[src/rtl/led_pulse_controller.sv]
// Turns one-clock event pulses into visible blinks on an active-low LED,
// queueing events that arrive while a blink or its dark gap is in progress.
module led_pulse_controller #(
    parameter int ON_CYCLES   = 2048,
    parameter int OFF_CYCLES  = 2048,
    parameter int MAX_PENDING = 7
) (
    input  logic                               clk,
    input  logic                               rst_n,
    input  logic                               eventIn,
    input  logic                               levelIn,
    output logic                               ledOut,
    output logic                               busy,
    output logic                               overflow,
    output logic [$clog2(MAX_PENDING+1)-1:0]   pendingCount
);

    localparam int MAX_CYC = (ON_CYCLES > OFF_CYCLES) ? ON_CYCLES : OFF_CYCLES;
    localparam int TW      = (MAX_CYC > 1) ? $clog2(MAX_CYC) : 1;
    localparam int PW      = $clog2(MAX_PENDING + 1);

    localparam logic [TW-1:0] ON_LAST  = TW'(ON_CYCLES - 1);
    localparam logic [TW-1:0] OFF_LAST = TW'(OFF_CYCLES - 1);
    localparam logic [PW-1:0] PEND_MAX = PW'(MAX_PENDING);

    typedef enum logic [1:0] {IDLE, ON, GAP} state_t;

    state_t          state;
    state_t          state_nx;
    logic [TW-1:0]   timer;
    logic [TW-1:0]   timer_nx;
    logic [PW-1:0]   pend_nx;
    logic            ovf_nx;
    logic            take_queued;
    logic            queue_evt;

    always_comb begin
        state_nx    = state;
        timer_nx    = '0;
        take_queued = 1'b0;
        case (state)
            IDLE: begin
                // A leftover queue entry (event coincident with the GAP exit)
                // starts immediately, exactly like a GAP exit with work pending.
                if (pendingCount != '0) begin
                    state_nx    = ON;
                    take_queued = 1'b1;
                end else if (eventIn) begin
                    state_nx = ON;
                end
            end
            ON: begin
                if (timer == ON_LAST) state_nx = GAP;
                else                  timer_nx = timer + 1'b1;
            end
            GAP: begin
                if (timer == OFF_LAST) begin
                    if (pendingCount != '0) begin
                        state_nx    = ON;
                        take_queued = 1'b1;
                    end else begin
                        state_nx = IDLE;
                    end
                end else begin
                    timer_nx = timer + 1'b1;
                end
            end
            default: state_nx = IDLE;
        endcase

        // Only an event seen in IDLE with an empty queue bypasses the queue.
        queue_evt = eventIn && !(state == IDLE && pendingCount == '0);
        pend_nx   = pendingCount;
        ovf_nx    = 1'b0;
        if (queue_evt && !take_queued) begin
            if (pendingCount == PEND_MAX) ovf_nx  = 1'b1;
            else                          pend_nx = pendingCount + 1'b1;
        end else if (!queue_evt && take_queued) begin
            pend_nx = pendingCount - 1'b1;
        end
    end

    always_ff @(posedge clk or negedge rst_n) begin
        if (!rst_n) begin
            state        <= IDLE;
            timer        <= '0;
            ledOut       <= 1'b1;
            busy         <= 1'b0;
            overflow     <= 1'b0;
            pendingCount <= '0;
        end else begin
            state        <= state_nx;
            timer        <= timer_nx;
            ledOut       <= ~((state_nx == ON) | levelIn);
            busy         <= (state_nx != IDLE);
            overflow     <= ovf_nx;
            pendingCount <= pend_nx;
        end
    end

endmodule

[config.mk]
export PLATFORM = sky130hd
export DESIGN_NAME = led_pulse_controller
export DESIGN_NICKNAME = d
export VERILOG_FILES = /design/src/rtl/led_pulse_controller.sv
export SDC_FILE = /design/constraint.sdc
export NUM_CORES = 1
export LEC_CHECK = 0
export BUFFER_PORTS_ARGS = -buffer_cell sky130_fd_sc_hd__buf_2
export CORE_UTILIZATION = 34
export DETAILED_ROUTE_END_ITERATION = 7
export GPL_TIMING_DRIVEN = 0
export HOLD_SLACK_MARGIN = 0.06
export PLACE_DENSITY = 0.61
export RECOVER_POWER = 50
export SETUP_SLACK_MARGIN = 0.02
export SKIP_CTS_REPAIR_TIMING = 1
export SLEW_MARGIN = 20
export SYNTH_ARGS = -nofsm -noshare
export SYNTH_HDL_FRONTEND = slang
export SYNTH_SLANG_ARGS = --single-unit
[constraint.sdc]
create_clock -name clk -period 2.85 [get_ports clk]
set_input_delay 0.285 -clock clk [delete_from_list [all_inputs] [get_ports clk]]
set_output_delay 0.285 -clock clk [all_outputs]
set_load 0.01 [all_outputs]
==> impl_metrics.toml, run 1 <==
[worst_hold_path]
min_from = "levelIn"
hold_class = "in2reg"

[yosys]
synth_seq_area_share = 0.4590
synth.top_cell.area_share = 0.4337
syn-cell-area_um2 = 1038
synth_seq_cells = 19
synth.top_cells.by_area = "dfrtp_1 43%, ha_1 6.0%, nor2_1 5.8%"
synth_flop_cell = "dfrtp_1"
synth_cells = 109
synth_edf_count = 0
syn_area_per_cell_um2 = 9.527
async_reset_ff_frac = 1.000
yosysTopAreaCell = "dfrtp_1"
synth.distinct_cells = 33
ys_warn_count = 0
syn-num-nets = 119

[power_and_ir_drop]
powerDensity_nw_per_um2 = 802.3
pwr-share-comb = 0.398
power_frac_seq = 0.459
p_leak_uw = 0.0005088
p_switching_uw = 374.7
netSwitchingFraction = 0.4049
clockPowerShare = 0.143
p_int_uw = 550.9
peakVddDrop_mv = 0.2971

[detailed_routing]
drt-initial-drc-count = 26
via_per_inst = 5.273
wl_um = 1906
drt-wirelength-per-cell_um = 12.38
dr.pass1.iters = 4
drc = 0
num_vias = 812
antenna_left = 0

[global_route]
grt_pass1_wl_um = 3381
grt_max_degree = 20
grtUsageTotal = 0.1341
grt_overflow_total = 0
antenna_found_initial = 0
first_global_vias = 799

[floorplan]
die_x_um = 57.27
die_h_um = 57.27
placementRows = 19
io-pin-count = 10
core_um2 = 2829
initial_core_util = 0.3671
fp.dieArea_um2 = 3279

[worst_setup_path]
path_class = "reg2reg"
endpoint = "pendingCount[1]$_DFFE_PN0P_"
timing.rr.start = "timer[0]$_DFF_PN0_"
cpMaxStageDelayCell = "fa_1"
crit_chain = "ha_1 -> nand4_2 -> or3_1 -> buf_2 -> o211ai_2 -> fa_1 -> a32o_1"
ff2ff_path_depth = 7
worstPathRequired_ns = 3.04
arrival_ns = 2.61
r2r_slack_ns = 0.43
start_kind = "register"
startpoint = "timer[0]$_DFF_PN0_"
slowest_delay_ns = 0.46
end_kind = "register"
path_max_fanout = 7
r2r_end = "pendingCount[1]$_DFFE_PN0P_"

[timing]
finalCriticalPeriod_ns = 2.417
max_slew_margin = 0.3459
maxSlewViolCount = 0
fin_worst_skew_ns = 0.0007190
fmax_mhz = 413.7
fin_setup_tns_ns = 0
hold_viol = 0
setup_viol = 0
tightest_slew_ns = 0.9811
finalCritPeriodShare = 0.8482
rsz0062_at_grt = "no"

[final_layout]
diodes = 0
nets = 134
fin_cells = 154
drive_above_1_share = 0.09756
mostFrequentLayoutCells = "18 x dfrtp_1, 16 x nor2_1, 11 x nand2_1, 10 x nand3_1"
final_common_cell = "dfrtp_1"
syn2layout_area_growth_pct = 11.08

[clock_tree]
clk_pin_slew_ns = 0.10
cts_root_buf = "clkbuf_4"
cts_made_buffers = 3
clk_path_buf_depth = 2
cts_num_sinks = 19
insertion_delay_ns = 0.29
htreeDepth = 1
cts_tree = "built"

[place]
dp.cells = 149
portBuffers = 9
dp_hpwl_um = 1461
gp_congestion = 0.7350

[status]
outcome = "finished clean"

[flow_run]
drv_cap = 0
power by group through the flow:
stage / sequential (uW) / combinational (uW) / clock, uW
after floorplan: 429 / 256 / 0
after global placement: 425 / 360 / 0
after detailed placement: 428 / 376 / 0
after CTS: 425 / 379 / 142
after global routing: 437 / 418 / 151
final: 425 / 368 / 133
through the flow:
step / area (um^2) / hold slack [ns] / setup slack [ns] / total power (uW) / utilization
finish: 1154 / 0.08995 / 0.4327 / 925.6 / 0.4078
global route: 1154 / 0.08408 / 0.3030 / 1006 / 0.4078
CTS: 1149 / -0.09131 / 0.4102 / 945.6 / 0.4060
detailed placement: 1122 / 0.2478 / 0.4421 / 804.3 / 0.3967
global placement: 1122 / 0.2424 / 0.4827 / 785.2 / 0.3967
floorplan: 1039 / -0.01059 / 0.6219 / 684.4 / -
layout make-up:
cell class,instances,area [um^2]
Buffer,1,5.005
Clock buffer,4,26.28
Fill cell,305,1675
Inverter,5,18.77
Multi-Input combinational cell,84,538.0
Sequential cell,19,476.7
Tap cell,31,38.79
Timing Repair Buffer,10,50.05
cell usage after synthesis, drive strengths merged (2+ instances only):
cell type,n
and2,2
or3,2
nand2,11
and3,2
dfrtp,18
nor2,16
o21ai,2
xor2,3
a21oi,3
inv,5
o211ai,2
ha,5
nand3,10
a211oi,2
xnor2,6
nor3,3
or2,2
metal layers:
layer / track usage / up-vias / part of all wire
met5: 0 / - / 0
met4: 0.07317 / 0 / 0.026
met3: 0.01361 / 5 / 0.023
met2: 0.2269 / 14 / 0.49
met1: 0.1686 / 387 / 0.46
li1: - / 406 / -
how the worst min path moves through the flow:
stage | endpoint | slack (ns) | cells past startpoint
2_1_floorplan | busy$_DFF_PN0_ | -0.01 | 0
3_3_place_gp | timer[5]$_DFF_PN0_ | 0.24 | 1
3_5_place_dp | timer[6]$_DFF_PN0_ | 0.25 | 1
4_1_cts | timer[6]$_DFF_PN0_ | -0.09 | 1
5_1_grt | ledOut$_DFF_PN1_ | 0.08 | 2
6_report | ledOut$_DFF_PN1_ | 0.09 | 2
state kept, by name, summed over array words and instances, names as in the netlist:
name          flops
timer            11
pendingCount      3
state             2
busy              1
ledOut            1
overflow          1
worst max-delay path, delay by kind of cell, from the launching register on:
kind | cells | cell delay [ns]
and+or+nand+nor | 2 | 0.56
buffers and inverters | 1 | 0.17
DFF | 1 | 0.40
adders and majority gates | 2 | 0.69
AOI/OAI and AO/OA | 2 | 0.48
kinds of logic after synthesis:
logic type / synth area share
flip-flops: 0.4590
adder cells (fa/ha/maj): 0.07952
XOR/XNOR: 0.07591
multiplexers: 0.009639
AO/OA/AOI/OAI: 0.1133
buffers and inverters: 0.02289
AND/OR/NAND/NOR: 0.2398
Note: power is estimated with default switching activity, not from simulation.
==> inputs of run 2 (changes only) <==
PLACE_DENSITY = 0.63   (was 0.61)
clock period = 2.2 ns   (was 2.85 ns; I/O delays follow)
==> run 2 against run 1 <==
  * Hold slack gained 0.27 ns
  * Final area up 10%
  * Final cell count is 5.2% higher
  * Register-to-register slack lost 0.36 ns
  * Setup slack got worse by 0.36 ns
  * Sequential cell count is the same
  * Combinational power grew 54%
  * Global-route usage grew 1.3 points
  * Largest cell class unchanged
  * Largest power group is now combinational logic
  * Highest routed layer is now met3
==> impl_metrics.toml, run 2 (synthesis results as in run 1) <==
[worst_setup_path]
end_kind = "register"
slowest_delay_ns = 0.44
cpMaxStageDelayCell = "fa_1"
crit_chain = "ha_4 -> nand4_4 -> or3_4 -> buf_6 -> o211ai_4 -> fa_1 -> a32o_1"
worstPathRequired_ns = 2.39
start_kind = "register"
path_class = "reg2reg"
path_max_fanout = 7
arrival_ns = 2.32

[global_route]
grt_pass1_wl_um = 3774
grt_max_degree = 20
antenna_found_initial = 0
grt_overflow_total = 0
first_global_vias = 895
grtUsageTotal = 0.1471

[timing]
tightest_slew_ns = 0.9970
finalCriticalPeriod_ns = 2.128
fin_worst_skew_ns = 0.006453
finalCritPeriodShare = 0.9673
fin_setup_tns_ns = 0
setup_ws_ns = 0.07203
max_slew_margin = 0.3354
maxSlewViolCount = 0
hold_viol = 0
holdWs_ns = 0.3587
setup_viol = 0
rsz0062_at_grt = "yes"
fmax_mhz = 469.9

[floorplan]
placementRows = 19
initial_core_util = 0.3671
core_um2 = 2829
die_x_um = 57.27
die_h_um = 57.27
fp.dieArea_um2 = 3279
io-pin-count = 10

[power_and_ir_drop]
pwr-share-comb = 0.435
clockPowerShare = 0.132
powerDensity_nw_per_um2 = 1024
p_switching_uw = 530.8
netSwitchingFraction = 0.4078
power_frac_seq = 0.433
peakVddDrop_mv = 0.4726
p_leak_uw = 0.0005636
finalPower_uw = 1302
p_int_uw = 770.8

[detailed_routing]
drc = 0
via_per_inst = 5.309
num_vias = 860
drt-initial-drc-count = 32
antenna_left = 0
drt-wirelength-per-cell_um = 13.04
wl_um = 2113
dr.pass1.iters = 4

[flow_run]
drv_cap = 0

[clock_tree]
cts_root_buf = "clkbuf_4"
insertion_delay_ns = 0.30
clk_pin_slew_ns = 0.10
cts_tree = "built"
cts_made_buffers = 3
clk_path_buf_depth = 2
cts_num_sinks = 19
htreeDepth = 1

[place]
dp.cells = 149
gp_congestion = 0.7501
dp_hpwl_um = 1522
dp_slack_ns = -0.1274
portBuffers = 9

[final_layout]
diodes = 0
syn2layout_area_growth_pct = 22.41
top_regs = "timer: 11 flops, pendingCount: 3 flops, state: 2 flops"
fin_cells = 162
mostFrequentLayoutCells = "16 x nor2_1, 16 x dfrtp_1, 10 x nand3_1, 10 x nand2_1, 7 x buf_4"
drive_above_1_share = 0.2061
top_register = "timer"
nets = 142
largest_reg_flops = 11

[status]
outcome = "finished clean"

[worst_hold_path]
hold_class = "in2reg"
run 2: cell types whose count changed in the layout (fill, tap and decap cells not counted), sizes merged:
cell / previous run / this run
buf: 6 / 14
clkbuf: 8 / 6
clkinv: 0 / 1
dlygate4sd3: 1 / 2
run 2: worst max-delay path, delay by kind of cell, from the launching register on:
family,cells,cell delay [ns]
AOI/OAI and AO/OA,2,0.42
DFF,1,0.42
adders and majority gates,2,0.60
and+or+nand+nor,2,0.42
buffers and inverters,1,0.14
run 2: power by group through the flow:
stage	logic [uW]	clock network, uW	registers, uW
finish	566	172	564
global route	641	194	583
CTS	502	181	550
detailed placement	501	0	555
global placement	476	0	549
floorplan	340	0	555
run 2: path summary, 6_finish.rpt:
check                                    from                           to  slack [ns]  depth (start not counted)
setup / recovery           timer[0]$_DFF_PN0_  pendingCount[1]$_DFFE_PN0P_        0.07                          7
hold / removal                        eventIn  pendingCount[1]$_DFFE_PN0P_        0.36                          3
setup reg to reg           timer[0]$_DFF_PN0_  pendingCount[1]$_DFFE_PN0P_        0.07                          7
hold reg to reg            timer[0]$_DFF_PN0_           timer[0]$_DFF_PN0_        0.52                          1
max in group asynchronous               rst_n           timer[0]$_DFF_PN0_        0.93                          2
min in group asynchronous               rst_n           timer[4]$_DFF_PN0_        0.59                          2
run 2: per-layer routing:
layer  share of wire  global-route usage
met1            0.44              0.1816
met2            0.53              0.2571
met3           0.027             0.04082
met4               0             0.03136
met5               0                   0
run 2: final cells by class:
type	count	area (um^2)
Buffer	1	11.26
Clock buffer	3	22.52
Tap cell	31	38.79
Multi-Input combinational cell	84	581.8
Inverter	5	18.77
Sequential cell	19	479.2
Fill cell	279	1558
Clock inverter	1	5.005
Timing Repair Buffer	18	113.9
run 2: through the flow:
stage	instance area (um^2)	utilization
floorplan	1052	-
global placement	1136	0.4016
detailed placement	1136	0.4016
CTS	1164	0.4113
global route	1271	0.4494
finish	1271	0.4494
==> inputs of run 3 (changes only) <==
BUFFER_PORTS_ARGS = default   (was -buffer_cell sky130_fd_sc_hd__buf_2)
CTS_BUF_LIST = sky130_fd_sc_hd__clkbuf_4   (was default)
DONT_BUFFER_PORTS = 1   (was default)
PLACE_DENSITY = 0.6   (was 0.63)
==> run 3 against run 2 <==
  * Sequential power up 4.8%
  * Non-clock buffer count down 10
  * Via count down 4.1%
  * Power down 3.0%
  * Clock skew up 0.0041 ns
  * Fmax down 2.1%
  * Largest power group is now registers
==> impl_metrics.toml, run 3 (synthesis results as in run 1) <==
[status]
outcome = "finished clean"

[place]
gp_congestion = 0.7477
portBuffers = 0
dp_hpwl_um = 1455
dp_slack_ns = -0.1003
dp.cells = 140

[final_layout]
fin_cells = 152
multiInputGateArea_um2 = 589.3
syn2layout_area_growth_pct = 18.43
diodes = 0
largest_reg_flops = 11
top_register = "timer"
nets = 132
mostFrequentLayoutCells = "16 x nor2_1, 16 x dfrtp_1, 10 x nand3_1, 10 x nand2_1"
regArea_um2 = 479.2
top_regs = "timer: 11 flops, pendingCount: 3 flops, state: 2 flops"
drive_above_1_share = 0.1818
post-route-util = 0.4348
fillers = 283

[worst_setup_path]
end_kind = "register"
path_max_fanout = 5
path_class = "reg2reg"
worstPathRequired_ns = 2.40
arrival_ns = 2.37
start_kind = "register"

[floorplan]
fp.dieArea_um2 = 3279
io-pin-count = 10
core_um2 = 2829
placementRows = 19
die_h_um = 57.27
die_x_um = 57.27
initial_core_util = 0.3671

[detailed_routing]
num_vias = 825
drt-wirelength-per-cell_um = 13.65
drt-initial-drc-count = 29
wl_um = 2075
m1WireLength_um = 951
antenna_left = 0
dr.max_layer_used = "met4"
via_per_inst = 5.428
dr.pass1.iters = 4
drc = 0
dr_wl_met2_um = 1050
wl_met3_um = 56

[timing]
finalCritPeriodShare = 0.9879
rsz0062_at_grt = "yes"
tightest_slew_ns = 0.8727
max_slew_margin = 0.4163
fmax_mhz = 460.1
maxSlewViolCount = 0
fin_worst_skew_ns = 0.01056
hold_viol = 0
finalCriticalPeriod_ns = 2.173
setup_viol = 0
setup_ws_ns = 0.02672

[power_and_ir_drop]
powerDensity_nw_per_um2 = 1027
peakVddDrop_mv = 0.4589
p_leak_uw = 0.0005322
finalPower_uw = 1263

[worst_hold_path]
hold_class = "in2reg"

[flow_run]
drv_cap = 0

[global_route]
grt_max_degree = 20
first_global_vias = 799
antenna_found_initial = 0
grt_overflow_total = 0
grt_pass1_wl_um = 3367
grtUsageTotal = 0.1307

[clock_tree]
clk_pin_slew_ns = 0.11
htreeDepth = 1
cts_root_buf = "clkbuf_4"
clk_path_buf_depth = 2
cts_num_sinks = 19
cts_made_buffers = 3
insertion_delay_ns = 0.30
cts_tree = "built"
## run 3: metal layers
metal	up-vias	global-route usage
met2	11	0.2185
met4	0	0.05226
li1	402	-
met3	2	0.01814
met5	-	0
met1	410	0.1715
## run 3: stage by stage
| step | cell area [um^2] | hold WS, ns | setup TNS [ns] |
|---|---|---|---|
| after floorplan | 1052 | -0.07559 | 0 |
| after global placement | 1091 | -0.07490 | -0.07586 |
| after detailed placement | 1091 | -0.07490 | -0.1503 |
| after CTS | 1119 | -0.4141 | -0.1811 |
| after global routing | 1230 | 0.1650 | -0.05364 |
| final | 1230 | 0.1531 | 0 |
## run 3: final timing paths
check | cells past startpoint | start | slack [ns] | end
min in group asynchronous | 1 | rst_n | 0.47 | timer[5]$_DFF_PN0_
setup reg to reg | 7 | timer[0]$_DFF_PN0_ | 0.03 | pendingCount[1]$_DFFE_PN0P_
hold reg to reg | 1 | timer[0]$_DFF_PN0_ | 0.54 | timer[0]$_DFF_PN0_
setup / recovery | 7 | timer[0]$_DFF_PN0_ | 0.03 | pendingCount[1]$_DFFE_PN0P_
hold / removal | 3 | eventIn | 0.15 | pendingCount[0]$_DFFE_PN0P_
max in group asynchronous | 1 | rst_n | 1.14 | pendingCount[1]$_DFFE_PN0P_
## run 3: critical path: stages (launching register included)
cell and delay, ns:
dfrtp_1 0.43, ha_4 0.17, nand4_4 0.09, or3_4 0.35
buf_6 0.14, o211ai_4 0.21, fa_2 0.46, a32o_1 0.21
## run 3: final cells by class
class / instances / area share
Sequential cell: 19 / 0.3896
Inverter: 5 / 0.01526
Clock inverter: 1 / 0.004069
Multi-Input combinational cell: 84 / 0.4791
Buffer: 1 / 0.009156
Timing Repair Buffer: 8 / 0.05290
Tap cell: 31 / 0.03154
Clock buffer: 3 / 0.01831
## run 3: power by group
| group | leakage [uW] | switching [uW] | internal (uW) | total, uW |
|---|---|---|---|---|
| registers | 0.000243 | 147 | 443 | 591 |
| clock network | 0.0000177 | 107 | 67.7 | 175 |
| logic | 0.000271 | 264 | 234 | 498 |
| total | 0.000532 | 518 | 745 | 1260 |
